[src/rtl/dsp_chain_pkg.sv]
// -----------------------------------------------------------------------------
// dsp_chain_pkg
//   Shared constants and types for the fp16 sum-of-products DSP chain and its
//   result drain.
//
//   FP32_W / FP16_W : word widths of chain results and chain operands
//   fp32_t          : one fp32 chain result word
//   CHAIN_LATENCY   : issue-to-result latency of the standard 4-stage chain
// -----------------------------------------------------------------------------
package dsp_chain_pkg;

  localparam int FP32_W        = 32;
  localparam int FP16_W        = 16;
  localparam int CHAIN_LATENCY = 4;

  typedef logic [FP32_W-1:0] fp32_t;

endpackage : dsp_chain_pkg

[src/rtl/dsp_drain_fifo.sv]
// -----------------------------------------------------------------------------
// dsp_drain_fifo
//   DEPTH x DATA_W result buffer with registered pointers and occupancy.
//   Write and read pointers wrap modulo DEPTH (DEPTH is a power of two).
//   flush is synchronous and outranks any write or read in the same cycle.
//
// Ports
//   clk       in   rising-edge clock
//   rst_n     in   asynchronous active-low reset
//   flush     in   discard all buffered entries, pointers back to 0
//   wr_en     in   write wr_data at the next edge
//   wr_data   in   DATA_W word to store
//   rd_ready  in   consumer takes rd_data this cycle
//   rd_valid  out  at least one entry buffered
//   rd_data   out  oldest entry (zero while empty)
//   level     out  number of buffered entries, 0..DEPTH
// -----------------------------------------------------------------------------
module dsp_drain_fifo
  import dsp_chain_pkg::*;
#(
  parameter int DATA_W = FP32_W,
  parameter int DEPTH  = 8
) (
  input  logic                     clk,
  input  logic                     rst_n,
  input  logic                     flush,
  input  logic                     wr_en,
  input  logic [DATA_W-1:0]        wr_data,
  input  logic                     rd_ready,
  output logic                     rd_valid,
  output logic [DATA_W-1:0]        rd_data,
  output logic [$clog2(DEPTH):0]   level
);

  localparam int PTR_W = $clog2(DEPTH);

  logic [DATA_W-1:0] mem [DEPTH];
  logic [PTR_W-1:0]  wr_ptr;
  logic [PTR_W-1:0]  rd_ptr;
  logic              push;
  logic              pop;

  assign rd_valid = (level != '0);
  assign push     = wr_en & ~flush;
  assign pop      = rd_valid & rd_ready & ~flush;

  // Empty reads return zero so the output word is clean straight out of reset
  // without the storage array itself needing a reset.
  assign rd_data  = rd_valid ? mem[rd_ptr] : '0;

  // NOTE: state registers use non-blocking (<=) so every flop samples the
  // pre-edge values; blocking here would make results depend on statement order.
  always_ff @(posedge clk or negedge rst_n) begin
    if (!rst_n) begin
      wr_ptr <= '0;
      rd_ptr <= '0;
      level  <= '0;
    end else if (flush) begin
      wr_ptr <= '0;
      rd_ptr <= '0;
      level  <= '0;
    end else begin
      if (push) wr_ptr <= wr_ptr + 1'b1;
      if (pop)  rd_ptr <= rd_ptr + 1'b1;
      // Simultaneous push and pop leaves the occupancy unchanged.
      case ({push, pop})
        2'b10:   level <= level + 1'b1;
        2'b01:   level <= level - 1'b1;
        default: level <= level;
      endcase
    end
  end

  // NOTE: the storage array is deliberately not reset; validity is carried by
  // level/pointers, and a reset on the array would prevent RAM inference.
  always_ff @(posedge clk) begin
    if (push) mem[wr_ptr] <= wr_data;
  end

  // The issue credits upstream make a write into a full buffer impossible;
  // if one ever happens a result would be silently overwritten.
  assert property (@(posedge clk) disable iff (!rst_n)
                   !(push && !pop && level == (PTR_W+1)'(DEPTH)))
    else $fatal(1, "dsp_drain_fifo: write into full buffer");

endmodule : dsp_drain_fifo

[src/rtl/dsp_chain_result_drain.sv]
// -----------------------------------------------------------------------------
// dsp_chain_result_drain
//   Receive side of the fp16 sum-of-products DSP chain. Every accepted issue
//   drops a token into a LATENCY-deep shift register; when the token leaves the
//   register the chain result of that issue is on chain_result and is written
//   into the result FIFO. issue_ready grants a new issue only while the results
//   already in flight plus those buffered leave a free FIFO slot, so the chain
//   can never produce a result with nowhere to go.
//
// Build option
//   DSP_DRAIN_STATS_EN : adds stat_results (pop count) and stat_stalls (cycles
//                        with issue_valid & !issue_ready); both wrap and are
//                        cleared by reset and flush.
//
// Ports
//   clk           in   rising-edge clock
//   reset         in   asynchronous active-low reset
//   issue_valid   in   operand set presented to the chain this cycle
//   issue_ready   out  a result slot is reserved for a new issue
//   chain_result  in   output of the last chain stage
//   flush         in   synchronous discard of in-flight and buffered results
//   out_valid     out  out_data holds a buffered result
//   out_ready     in   downstream accepts out_data
//   out_data      out  oldest buffered result
//   level         out  FIFO occupancy (in-flight results excluded)
//   stat_results  out  [DSP_DRAIN_STATS_EN] results handed downstream
//   stat_stalls   out  [DSP_DRAIN_STATS_EN] issue cycles refused for credit
// -----------------------------------------------------------------------------
module dsp_chain_result_drain
  import dsp_chain_pkg::*;
#(
  parameter int DATA_W  = FP32_W,
  parameter int LATENCY = CHAIN_LATENCY,  // 1..16
  parameter int DEPTH   = 8               // power of two, >= 2
) (
  input  logic                   clk,
  input  logic                   reset,
  input  logic                   issue_valid,
  output logic                   issue_ready,
  input  logic [DATA_W-1:0]      chain_result,
  input  logic                   flush,
  output logic                   out_valid,
  input  logic                   out_ready,
  output logic [DATA_W-1:0]      out_data,
  output logic [$clog2(DEPTH):0] level
`ifdef DSP_DRAIN_STATS_EN
  ,
  output logic [31:0]            stat_results,
  output logic [31:0]            stat_stalls
`endif
);

  localparam int IF_W = $clog2(LATENCY + 1);

  logic [LATENCY-1:0] tok_q;        // one bit per pipeline stage of the chain
  logic [IF_W-1:0]    inflight_q;   // population count of tok_q, kept as a counter
  logic               issue_acc;
  logic               capture;
  logic [31:0]        credits_used;

  // The oldest token reaches the end of the register exactly when its result
  // is on chain_result, so the capture happens LATENCY edges after the issue.
  assign capture = tok_q[LATENCY-1];

  // Built from registers only: no combinational path from issue_valid or
  // out_ready to issue_ready.
  assign credits_used = 32'(inflight_q) + 32'(level);
  assign issue_ready  = credits_used < 32'(DEPTH);

  assign issue_acc = issue_valid & issue_ready & ~flush;

  always_ff @(posedge clk or negedge reset) begin
    if (!reset) begin
      tok_q      <= '0;
      inflight_q <= '0;
    end else if (flush) begin
      tok_q      <= '0;
      inflight_q <= '0;
    end else begin
      // Shift toward the MSB; the cast drops the token that is being captured.
      tok_q      <= LATENCY'({tok_q, issue_acc});
      inflight_q <= inflight_q + IF_W'(issue_acc) - IF_W'(capture);
    end
  end

  // A capture coincident with flush is discarded inside the FIFO.
  dsp_drain_fifo #(
    .DATA_W (DATA_W),
    .DEPTH  (DEPTH)
  ) u_fifo (
    .clk      (clk),
    .rst_n    (reset),
    .flush    (flush),
    .wr_en    (capture),
    .wr_data  (chain_result),
    .rd_ready (out_ready),
    .rd_valid (out_valid),
    .rd_data  (out_data),
    .level    (level)
  );

`ifdef DSP_DRAIN_STATS_EN
  logic pop;

  // Pops coincident with flush are dropped and therefore not counted.
  assign pop = out_valid & out_ready & ~flush;

  always_ff @(posedge clk or negedge reset) begin
    if (!reset) begin
      stat_results <= '0;
      stat_stalls  <= '0;
    end else if (flush) begin
      stat_results <= '0;
      stat_stalls  <= '0;
    end else begin
      if (pop)                        stat_results <= stat_results + 32'd1;
      if (issue_valid && !issue_ready) stat_stalls  <= stat_stalls + 32'd1;
    end
  end
`endif

endmodule : dsp_chain_result_drain

[config.mk]
export PLATFORM = sky130hd
export DESIGN_NAME = dsp_chain_result_drain
export DESIGN_NICKNAME = d
export VERILOG_FILES = /design/src/rtl/dsp_chain_pkg.sv /design/src/rtl/dsp_drain_fifo.sv /design/src/rtl/dsp_chain_result_drain.sv
export SDC_FILE = /design/constraint.sdc
export NUM_CORES = 1
export LEC_CHECK = 0
export ABC_CLOCK_PERIOD_IN_PS = 5950
export CORE_UTILIZATION = 58
export CTS_BUF_LIST = sky130_fd_sc_hd__clkbuf_16
export DETAILED_ROUTE_END_ITERATION = 8
export HOLD_SLACK_MARGIN = 0.12
export PLACE_DENSITY = 0.79
export SLEW_MARGIN = 20
export SYNTH_ARGS = -nofsm -noshare
export SYNTH_HDL_FRONTEND = slang
export SYNTH_SLANG_ARGS = --single-unit
export TNS_END_PERCENT = 1
[constraint.sdc]
create_clock -name clk -period 5.95 [get_ports clk]
set_clock_uncertainty 0.05 [all_clocks]
set_input_delay 1.19 -clock clk [delete_from_list [all_inputs] [get_ports clk]]
set_output_delay 1.19 -clock clk [all_outputs]
set_load 0.01 [all_outputs]
==> out/qor.yml <==
start_util_pct: 59.3
max_cap_violations: 0
wl_per_cell_um: 24.0
avgViaCountPerCell: 6.03
leakage_nw: 4.03
p_total_mw: 5.09
htree_num_levels: 1
post-synth-top-area-cell: "edfxtp_1"
final_core_util_pct: 70.3
synth_cells: 498
drive_gt1_share_pct: 21.3
pre_cts_slack_ps: 1870
grt_util_met3_pct: 3.86
dr.pass1.iters: 5
reg2reg_to: "inflight_q[2]$_DFF_PN0_"
startpoint: "u_fifo.rd_ptr[1]$_DFFE_PN0P_"
antenna_cells: 0
critical_path_class: "reg -> out"
insertion_delay_ps: 520
finish.net_count: 634
syn_to_final_growth_pct: 18.5
die_h_um: 138
period_share_pct: 74.7
slew_violations: 0
final_cell_area_um2: 12600
clock-sinks: 273
routed_wl_um: 20000
layout_min_cycle_time_ps: 4450
hold_depth: 1
start_kind: "flop"
grt_start_max_net_pins: 39
cp-endpoint: "out_data[23]"
grt_antenna_before_repair: 0
synth-edff-count: 256
timing.reg2reg.setup_slack_ps: 3040
yosys.area.top_type_share_pct: 72.1
placed_cells: 785
instances_no_fill: 836
portBuffers: 74
grt.met1_usage_pct: 30.6
final_cell_mix: "256 x edfxtp_1, 74 x clkdlybuf4s50_1, 64 x mux4_2, 46 x nor2_1, 36 x mux2i_1"
placementRows: 49
die-area_um2: 18900
yosys-top-cells-area: "edfxtp_1 72%, mux4_2 14%, dfrtp_1 4.0%"
hpwlAfterDp_um: 11000
yosysUniqueCellTypes: 32
grt_overflow: 0
post-cts-setup-buffers: 0
max_slew_margin_pct: 28.6
drtIter0Drc: 443
ys_seq_area_share_pct: 76.1
yosys_warnings: 0
syn_avg_cell_area_um2: 21.4
post_dp_cell_area_um2: 11700
cts_tree: "yes"
fin_setup_tns_ps: 0
gp_congestion: 0.748
whs_ps: 420
grt_pass1_wl_um: 30200
netlist_area_um2: 10700
fp.coreArea_um2: 18000
cp.arrival_ps: 3210
clock-root-buffer: "clkbuf_16"
drtAntennaViolNets: 0
synth-seq-cells: 273
clk_pin_slew_worst_paths_ps: 60
ios: 75
timing.rr.start: "u_fifo.level[1]$_DFFE_PN0P_"
cts_buffers: 26
cts_buffer_depth: 3
status: "finished, final reports clean"
mostFrequentLayoutCell: "edfxtp_1"
num_vias: 5038
cts-resized-gates: 0
crit_path_end_kind: "output port"
worst_slack_ps: 1500
synth_flop_cell: "edfxtp_1"
rsz0062_at_grt: "no"
r2r_cells: 11
tightest_slew_ps: 1070
drc: 0
grtUsageTotal_pct: 22.1
nFillCells: 1086
finalHoldViolCount: 0
die_w_um: 138
setup_viol: 0
power.density_nw_per_um2: 403
cp.required_ps: 4710
crit_fanout: 38
grt_pass1_vias: 5256
hp-class: "reg -> reg"
vdd_drop_max_mv: 0.272
syn_nets: 545
grt_use_met2_pct: 37.0
hold_buffers: 0
async_flop_share_pct: 6.23
grt-busiest-layer: "met2"
fmax_mhz: 225
Yosys cell counts, types with 3 or more instances:
library cell,n
buf_1,5
buf_2,4
buf_4,5
clkbuf_1,10
dfrtp_1,17
edfxtp_1,256
ha_1,8
inv_1,3
mux2i_1,36
mux4_2,64
nand2_1,3
nor2_1,52
nor2b_1,5
xnor2_1,5
xor2_1,3
registers in the layout, indices dropped and copies added, names as in the netlist:
signal and count:
u_fifo.mem 256, u_fifo.wr_ptr 3, tok_q 4, inflight_q 3, u_fifo.level 4, u_fifo.rd_ptr 3
report_power, final:
group          switching [mW]  leakage (nW)  internal [mW]
Clock                   0.671         0.437          0.925
Combinational           0.567          1.07          0.712
Sequential             0.0938          2.53           2.12
Total                    1.33          4.03           3.76
cell families after synthesis:
logic type      synth area share (%)
compound gates                 0.599
xor+xnor                       0.658
fa+ha+maj                       1.32
buf+inv                         1.21
flops                           76.1
mux                             17.0
simple gates                    3.06
worst min path at each step:
| stage | start | to | slack [ps] |
|---|---|---|---|
| after floorplan | tok_q[0]$_DFF_PN0_ | tok_q[1]$_DFF_PN0_ | 390 |
| after CTS | tok_q[2]$_DFF_PN0_ | tok_q[3]$_DFF_PN0_ | 420 |
| after global placement | tok_q[2]$_DFF_PN0_ | tok_q[3]$_DFF_PN0_ | 400 |
| after global routing | tok_q[0]$_DFF_PN0_ | tok_q[1]$_DFF_PN0_ | 460 |
| after detailed placement | tok_q[2]$_DFF_PN0_ | tok_q[3]$_DFF_PN0_ | 400 |
| final | tok_q[2]$_DFF_PN0_ | tok_q[3]$_DFF_PN0_ | 420 |
routing by layer:
layer,vias to the layer above,share of wire [%]
li1,2206,-
met4,0,1.6
met2,186,52
met1,2615,41
met3,31,5.9
met5,-,0
worst max-delay path, stage by stage, from the launching register on:
cell	delay (ps)
dfrtp_2	850
buf_4	590
mux4_2	410
mux2i_1	220
nor2_1	110
clkdlybuf4s50_1	490
layout make-up:
class / count / area [um2] / share of cell area, %
multi-input cells: 197 / 2480 / 19.6
repair buffers: 85 / 887 / 7.03
well taps: 229 / 287 / 2.27
clock inverters: 22 / 183 / 1.45
flip-flops and latches: 273 / 8120 / 64.3
clock buffers: 26 / 651 / 5.15
inverters: 4 / 15.0 / 0.119
Note: power is estimated with default switching activity, not from simulation.
